--- config.mk ---
export PLATFORM = sky130hd
export DESIGN_NAME = seq_tx_flat
export DESIGN_NICKNAME = d
export VERILOG_FILES = /design/src/rtl/seq_tx_if.sv /design/src/rtl/seq_tx.sv /design/src/flat_wrapper.sv
export SDC_FILE = /design/constraint.sdc
export NUM_CORES = 1
export LEC_CHECK = 0
export CORE_MARGIN = 2
export CORE_UTILIZATION = 28
export CTS_CLUSTER_SIZE = 40
export DETAILED_ROUTE_END_ITERATION = 10
export SYNTH_ARGS = -nofsm -noshare
export SYNTH_HDL_FRONTEND = slang
export SYNTH_SLANG_ARGS = --single-unit
--- constraint.sdc ---
create_clock -name clk -period 3 [get_ports clk]
set_input_delay 0.9 -clock clk [delete_from_list [all_inputs] [get_ports clk]]
set_output_delay 0.9 -clock clk [all_outputs]
set_load 0.01 [all_outputs]
--- src/rtl/seq_tx_if.sv ---
// Handshake and serial-line bundle for seq_tx: payload offer/accept, abort,
// and the serial line with its status strobes.
interface seq_tx_if;
    logic [7:0] tx_data;
    logic       tx_valid;
    logic       tx_ready;
    logic       tx_abort;
    logic       o;
    logic       busy;
    logic       frame_done;

    modport master (
        output tx_data, tx_valid, tx_abort,
        input  tx_ready, o, busy, frame_done
    );

    modport slave (
        input  tx_data, tx_valid, tx_abort,
        output tx_ready, o, busy, frame_done
    );
endinterface

--- src/rtl/seq_tx.sv ---
// Serial frame transmitter: preamble 1,1,0,1 then the payload byte MSB first.
// Define SEQ_TX_PARITY_EN to append an even-parity bit after D0.
module seq_tx (
    input  logic     clk,
    input  logic     rst,
    seq_tx_if.slave  bus
);

`ifdef SEQ_TX_PARITY_EN
    typedef enum logic [1:0] {IDLE, PRE, DATA, PAR} state_t;
`else
    typedef enum logic [1:0] {IDLE, PRE, DATA} state_t;
`endif

    // Bit n of this constant is preamble bit n as it appears on the line.
    localparam logic [3:0] PRE_BITS = 4'b1011;

    state_t     state, state_n;
    logic [2:0] cnt, cnt_n;
    logic [7:0] shreg, shreg_n;
    logic       o_q, o_n;
    logic       last;
    logic       accept;

`ifdef SEQ_TX_PARITY_EN
    logic par_q, par_n;
    assign last = (state == PAR);
`else
    assign last = (state == DATA) && (cnt == 3'd7);
`endif

    // Ready also opens in the last-bit cycle so frames can run back to back.
    assign bus.tx_ready   = (state == IDLE) || last;
    assign accept         = bus.tx_valid && bus.tx_ready && !bus.tx_abort;
    assign bus.o          = o_q;
    assign bus.busy       = (state != IDLE);
    assign bus.frame_done = last;

    always_ff @(posedge clk or posedge rst) begin
        if (rst) begin
            state <= IDLE;
            cnt   <= '0;
            shreg <= '0;
            o_q   <= 1'b0;
`ifdef SEQ_TX_PARITY_EN
            par_q <= 1'b0;
`endif
        end else begin
            state <= state_n;
            cnt   <= cnt_n;
            shreg <= shreg_n;
            o_q   <= o_n;
`ifdef SEQ_TX_PARITY_EN
            par_q <= par_n;
`endif
        end
    end

    // cnt indexes the bit currently on the line within PRE or DATA.
    always_comb begin
        state_n = state;
        cnt_n   = cnt;
        shreg_n = shreg;
        o_n     = o_q;
`ifdef SEQ_TX_PARITY_EN
        par_n   = par_q;
`endif
        if (bus.tx_abort) begin
            state_n = IDLE;
            cnt_n   = '0;
            o_n     = 1'b0;
        end else if (accept) begin
            state_n = PRE;
            cnt_n   = '0;
            shreg_n = bus.tx_data;
            o_n     = PRE_BITS[0];
`ifdef SEQ_TX_PARITY_EN
            par_n   = ^bus.tx_data;
`endif
        end else begin
            case (state)
                IDLE: begin
                    o_n = 1'b0;
                end
                PRE: begin
                    if (cnt == 3'd3) begin
                        state_n = DATA;
                        cnt_n   = '0;
                        o_n     = shreg[7];
                        shreg_n = {shreg[6:0], 1'b0};
                    end else begin
                        cnt_n = cnt + 3'd1;
                        o_n   = PRE_BITS[cnt[1:0] + 2'd1];
                    end
                end
                DATA: begin
                    if (cnt == 3'd7) begin
                        cnt_n = '0;
`ifdef SEQ_TX_PARITY_EN
                        state_n = PAR;
                        o_n     = par_q;
`else
                        state_n = IDLE;
                        o_n     = 1'b0;
`endif
                    end else begin
                        cnt_n   = cnt + 3'd1;
                        o_n     = shreg[7];
                        shreg_n = {shreg[6:0], 1'b0};
                    end
                end
`ifdef SEQ_TX_PARITY_EN
                PAR: begin
                    state_n = IDLE;
                    o_n     = 1'b0;
                end
`endif
                default: begin
                    state_n = IDLE;
                    cnt_n   = '0;
                    o_n     = 1'b0;
                end
            endcase
        end
    end

endmodule

--- src/flat_wrapper.sv ---
// flat-port wrapper written by rule: the top's interface ports become plain ports
module seq_tx_flat 
  (clk, rst, bus_tx_data, bus_tx_valid, bus_tx_abort, bus_tx_ready, bus_o, bus_busy, bus_frame_done);
  seq_tx_if bus_i ();
  input  logic clk;
  input  logic rst;
  input wire logic [$bits(bus_i.tx_data)-1:0] bus_tx_data;
  input wire logic [$bits(bus_i.tx_valid)-1:0] bus_tx_valid;
  input wire logic [$bits(bus_i.tx_abort)-1:0] bus_tx_abort;
  output wire logic [$bits(bus_i.tx_ready)-1:0] bus_tx_ready;
  output wire logic [$bits(bus_i.o)-1:0] bus_o;
  output wire logic [$bits(bus_i.busy)-1:0] bus_busy;
  output wire logic [$bits(bus_i.frame_done)-1:0] bus_frame_done;
  assign bus_i.tx_data = bus_tx_data;
  assign bus_i.tx_valid = bus_tx_valid;
  assign bus_i.tx_abort = bus_tx_abort;
  assign bus_tx_ready = bus_i.tx_ready;
  assign bus_o = bus_i.o;
  assign bus_busy = bus_i.busy;
  assign bus_frame_done = bus_i.frame_done;
  seq_tx u_core (.clk(clk), .rst(rst), .bus(bus_i));
endmodule
==> run metrics <==
status=finished, final reports clean; drt wl/cell=between 10 and 15 um; commonest non-fill, non-tap cell in the layout=clkdlybuf4s50_1; Sw Ratio=around 27%; Combinational Power Share=between 20% and 30%; grt ovf=0; fillers=a little over 300; sequential-to-total area share from yosys stat=between 40% and 50%; Placed Cells=roughly 130; HPWL Detailed=1.29 mm; Setup crit end kind=output port; final setup violation count=0; Row Count=19; Root Driver=clkbuf_4; Arr. time, crit path=1910 ps; RSZ-0062 raised after global routing=false; Max Slew Vio Count=0; antenna-violating nets left=0; die area=around 3500 um^2; Avg Cell Area, Syn=9.97 um^2; post-synth cell types=26; Tcrit/Tclk final=a little over nine tenths; Overall Global Routing Usage=10.6%; hold_buf cts=0; fin nets=around 120; commonest cells after routing, fill and taps aside=clkdlybuf4s50_1, dfrtp_1, inv_1; switching power=between 0.1 and 0.15 mW; Post-Synthesis Cell Area=between 800 and 900 um^2; largest net degree at the start of global routing=19; Sum Neg Setup Slack=0 ps; buffer depth of the longest clock path=2; vias in the first global route=roughly 670; Syn. warnings=0; top cell type's share of synthesized area=between 40% and 50%; static leakage=about 0.50 nW; cell accounting for the most synthesized area=dfrtp_1; Area growth syn-to-layout=23.9%; clock power share=~28%; clock slew at reported path FFs=roughly 90 ps; Synthesized Nets=roughly 110; Finished Layout Cells=between 100 and 150; CTS tree=done; Worst-Margin Slew=just over 500 ps; Syn Inst Count=85; Hold Fails Final Rpt=0; MaxCap Viol Count=0; CTS Buf Count=3; RD Place Congestion=around 0.85; die height=59 um; Power Internal=around 0.35 mW; antenna violations before repair=0; diode count=0; drt total wl=approximately 1.7 mm; Remaining DRCs=0; Seq pwr share=between 40% and 50%; P per Cell Area=459 nW/um^2; #FFs+latches synth=14; CP required=2100 ps; core area=approximately 2800 um^2; Area contributors post-synth=dfrtp_1, ha_1, mux2i_1; drt pass-1 iters=4; Iter 0 DRT Violations=28; H-tree lvl count=1; Worst Skew=approximately 6.6 ps; Max VDD drop=250 uV; CP max FO=4; Die W=59 um; Top Ports=16; Final min period=2810 ps; Setup Crit Path Kind=flip-flop to output port; Vias per Instance=4.99; Worst Setup Start Kind=flip-flop; Clock Sinks=14; cts repair resizes=0; Setup Fix Bufs, Post-CTS=0; slew margin rel.=between 60% and 70%; Port Buffer Count=15; worst hold path type=flip-flop to flip-flop; Peak Freq=between 300 and 400 MHz; via count=~660; Initial Util=30.2%; wire length of the first global-routing pass=~2.8 mm; layout cells sized above 1=between 10% and 20%; clock latency on the worst-skew pair=280 ps
## flip-flops by register name, summed over array words and instances (netlist names)
name and cells:
u_core.shreg 8, u_core.cnt 3, u_core.state 2, u_core.bus.o 1
## per-stage QoR
stage | worst slack [ps] | power [mW] | utilization [%] | hold WS, ps | instance area [um^2]
global route | 104 | 0.512 | 37.4 | 542 | 1050
finish | 187 | 0.482 | 37.4 | 523 | 1050
detailed placement | 437 | 0.351 | 36.1 | 509 | 1010
CTS | 173 | 0.491 | 37.4 | 530 | 1050
global placement | 464 | 0.348 | 36.1 | 490 | 1010
floorplan | 1040 | 0.313 | - | 475 | 847
## worst paths after layout
check | startpoint | end | slack [ps] | cells past startpoint
worst max register to register | u_core.cnt[0]$_DFFE_PP0P_ | u_core.shreg[1]$_DFFE_PP0P_ | 910 | 6
worst min-delay path | u_core.shreg[0]$_DFFE_PP0P_ | u_core.shreg[0]$_DFFE_PP0P_ | 520 | 2
min in group asynchronous | rst | u_core.cnt[1]$_DFFE_PP0P_ | 940 | 2
max in group asynchronous | rst | u_core.shreg[5]$_DFFE_PP0P_ | 1710 | 2
worst max-delay path | u_core.cnt[0]$_DFFE_PP0P_ | bus_tx_ready | 190 | 4
worst min register to register | u_core.shreg[0]$_DFFE_PP0P_ | u_core.shreg[0]$_DFFE_PP0P_ | 520 | 2
## per-layer routing
metal	track usage, %	vias to the layer above	wire length, um
li1	-	324	-
met1	13.1	312	773
met2	17.0	24	754
met3	4.37	4	108
met4	3.25	0	14
met5	0	-	0
## synth_stat cells
library cell  count
dfrtp_1          14
inv_1            10
a21oi_1           9
nor2_1            9
ha_1              8
mux2i_1           7
nand2_1           4
o21ai_1           4
buf_6             2
o31ai_1           2
a211o_2           1
a21boi_0          1
a21o_2            1
a22o_1            1
a22oi_1           1
and2_4            1
nand2b_1          1
nand2b_4          1
nand3_1           1
nand3b_2          1
nor2b_1           1
nor3_2            1
o21ba_2           1
o22ai_1           1
o32ai_1           1
or3b_1            1
## area by class of cell
class                   instances  area [um^2]  share of cell area [%]
well taps                      31         38.8                    3.69
flip-flops and latches         14          350                    33.4
repair buffers                 15          150                    14.3
clock buffers                   4         36.3                    3.46
multi-input cells              59          437                    41.6
inverters                      10         37.5                    3.58
## power by group through the flow
stage,Combinational (mW),Clock (mW),Sequential [mW]
after floorplan,0.0759,0,0.237
after global placement,0.107,0,0.241
after detailed placement,0.110,0,0.241
after CTS,0.111,0.143,0.237
after global routing,0.123,0.149,0.240
final,0.109,0.136,0.237
## cell families after synthesis
logic type	after synthesis	synth area share (%)
fa+ha+maj	8	11.8
flops	14	41.4
mux	7	8.27
buf+inv	12	7.09
simple gates	21	14.0
compound gates	23	17.4
## worst max-delay path: stages, from the launching register on
cell	delay, ps
dfrtp_1	430
ha_1	250
ha_1	230
a21o_2	240
clkdlybuf4s50_1	480
Note: power is estimated with default switching activity, not from simulation.
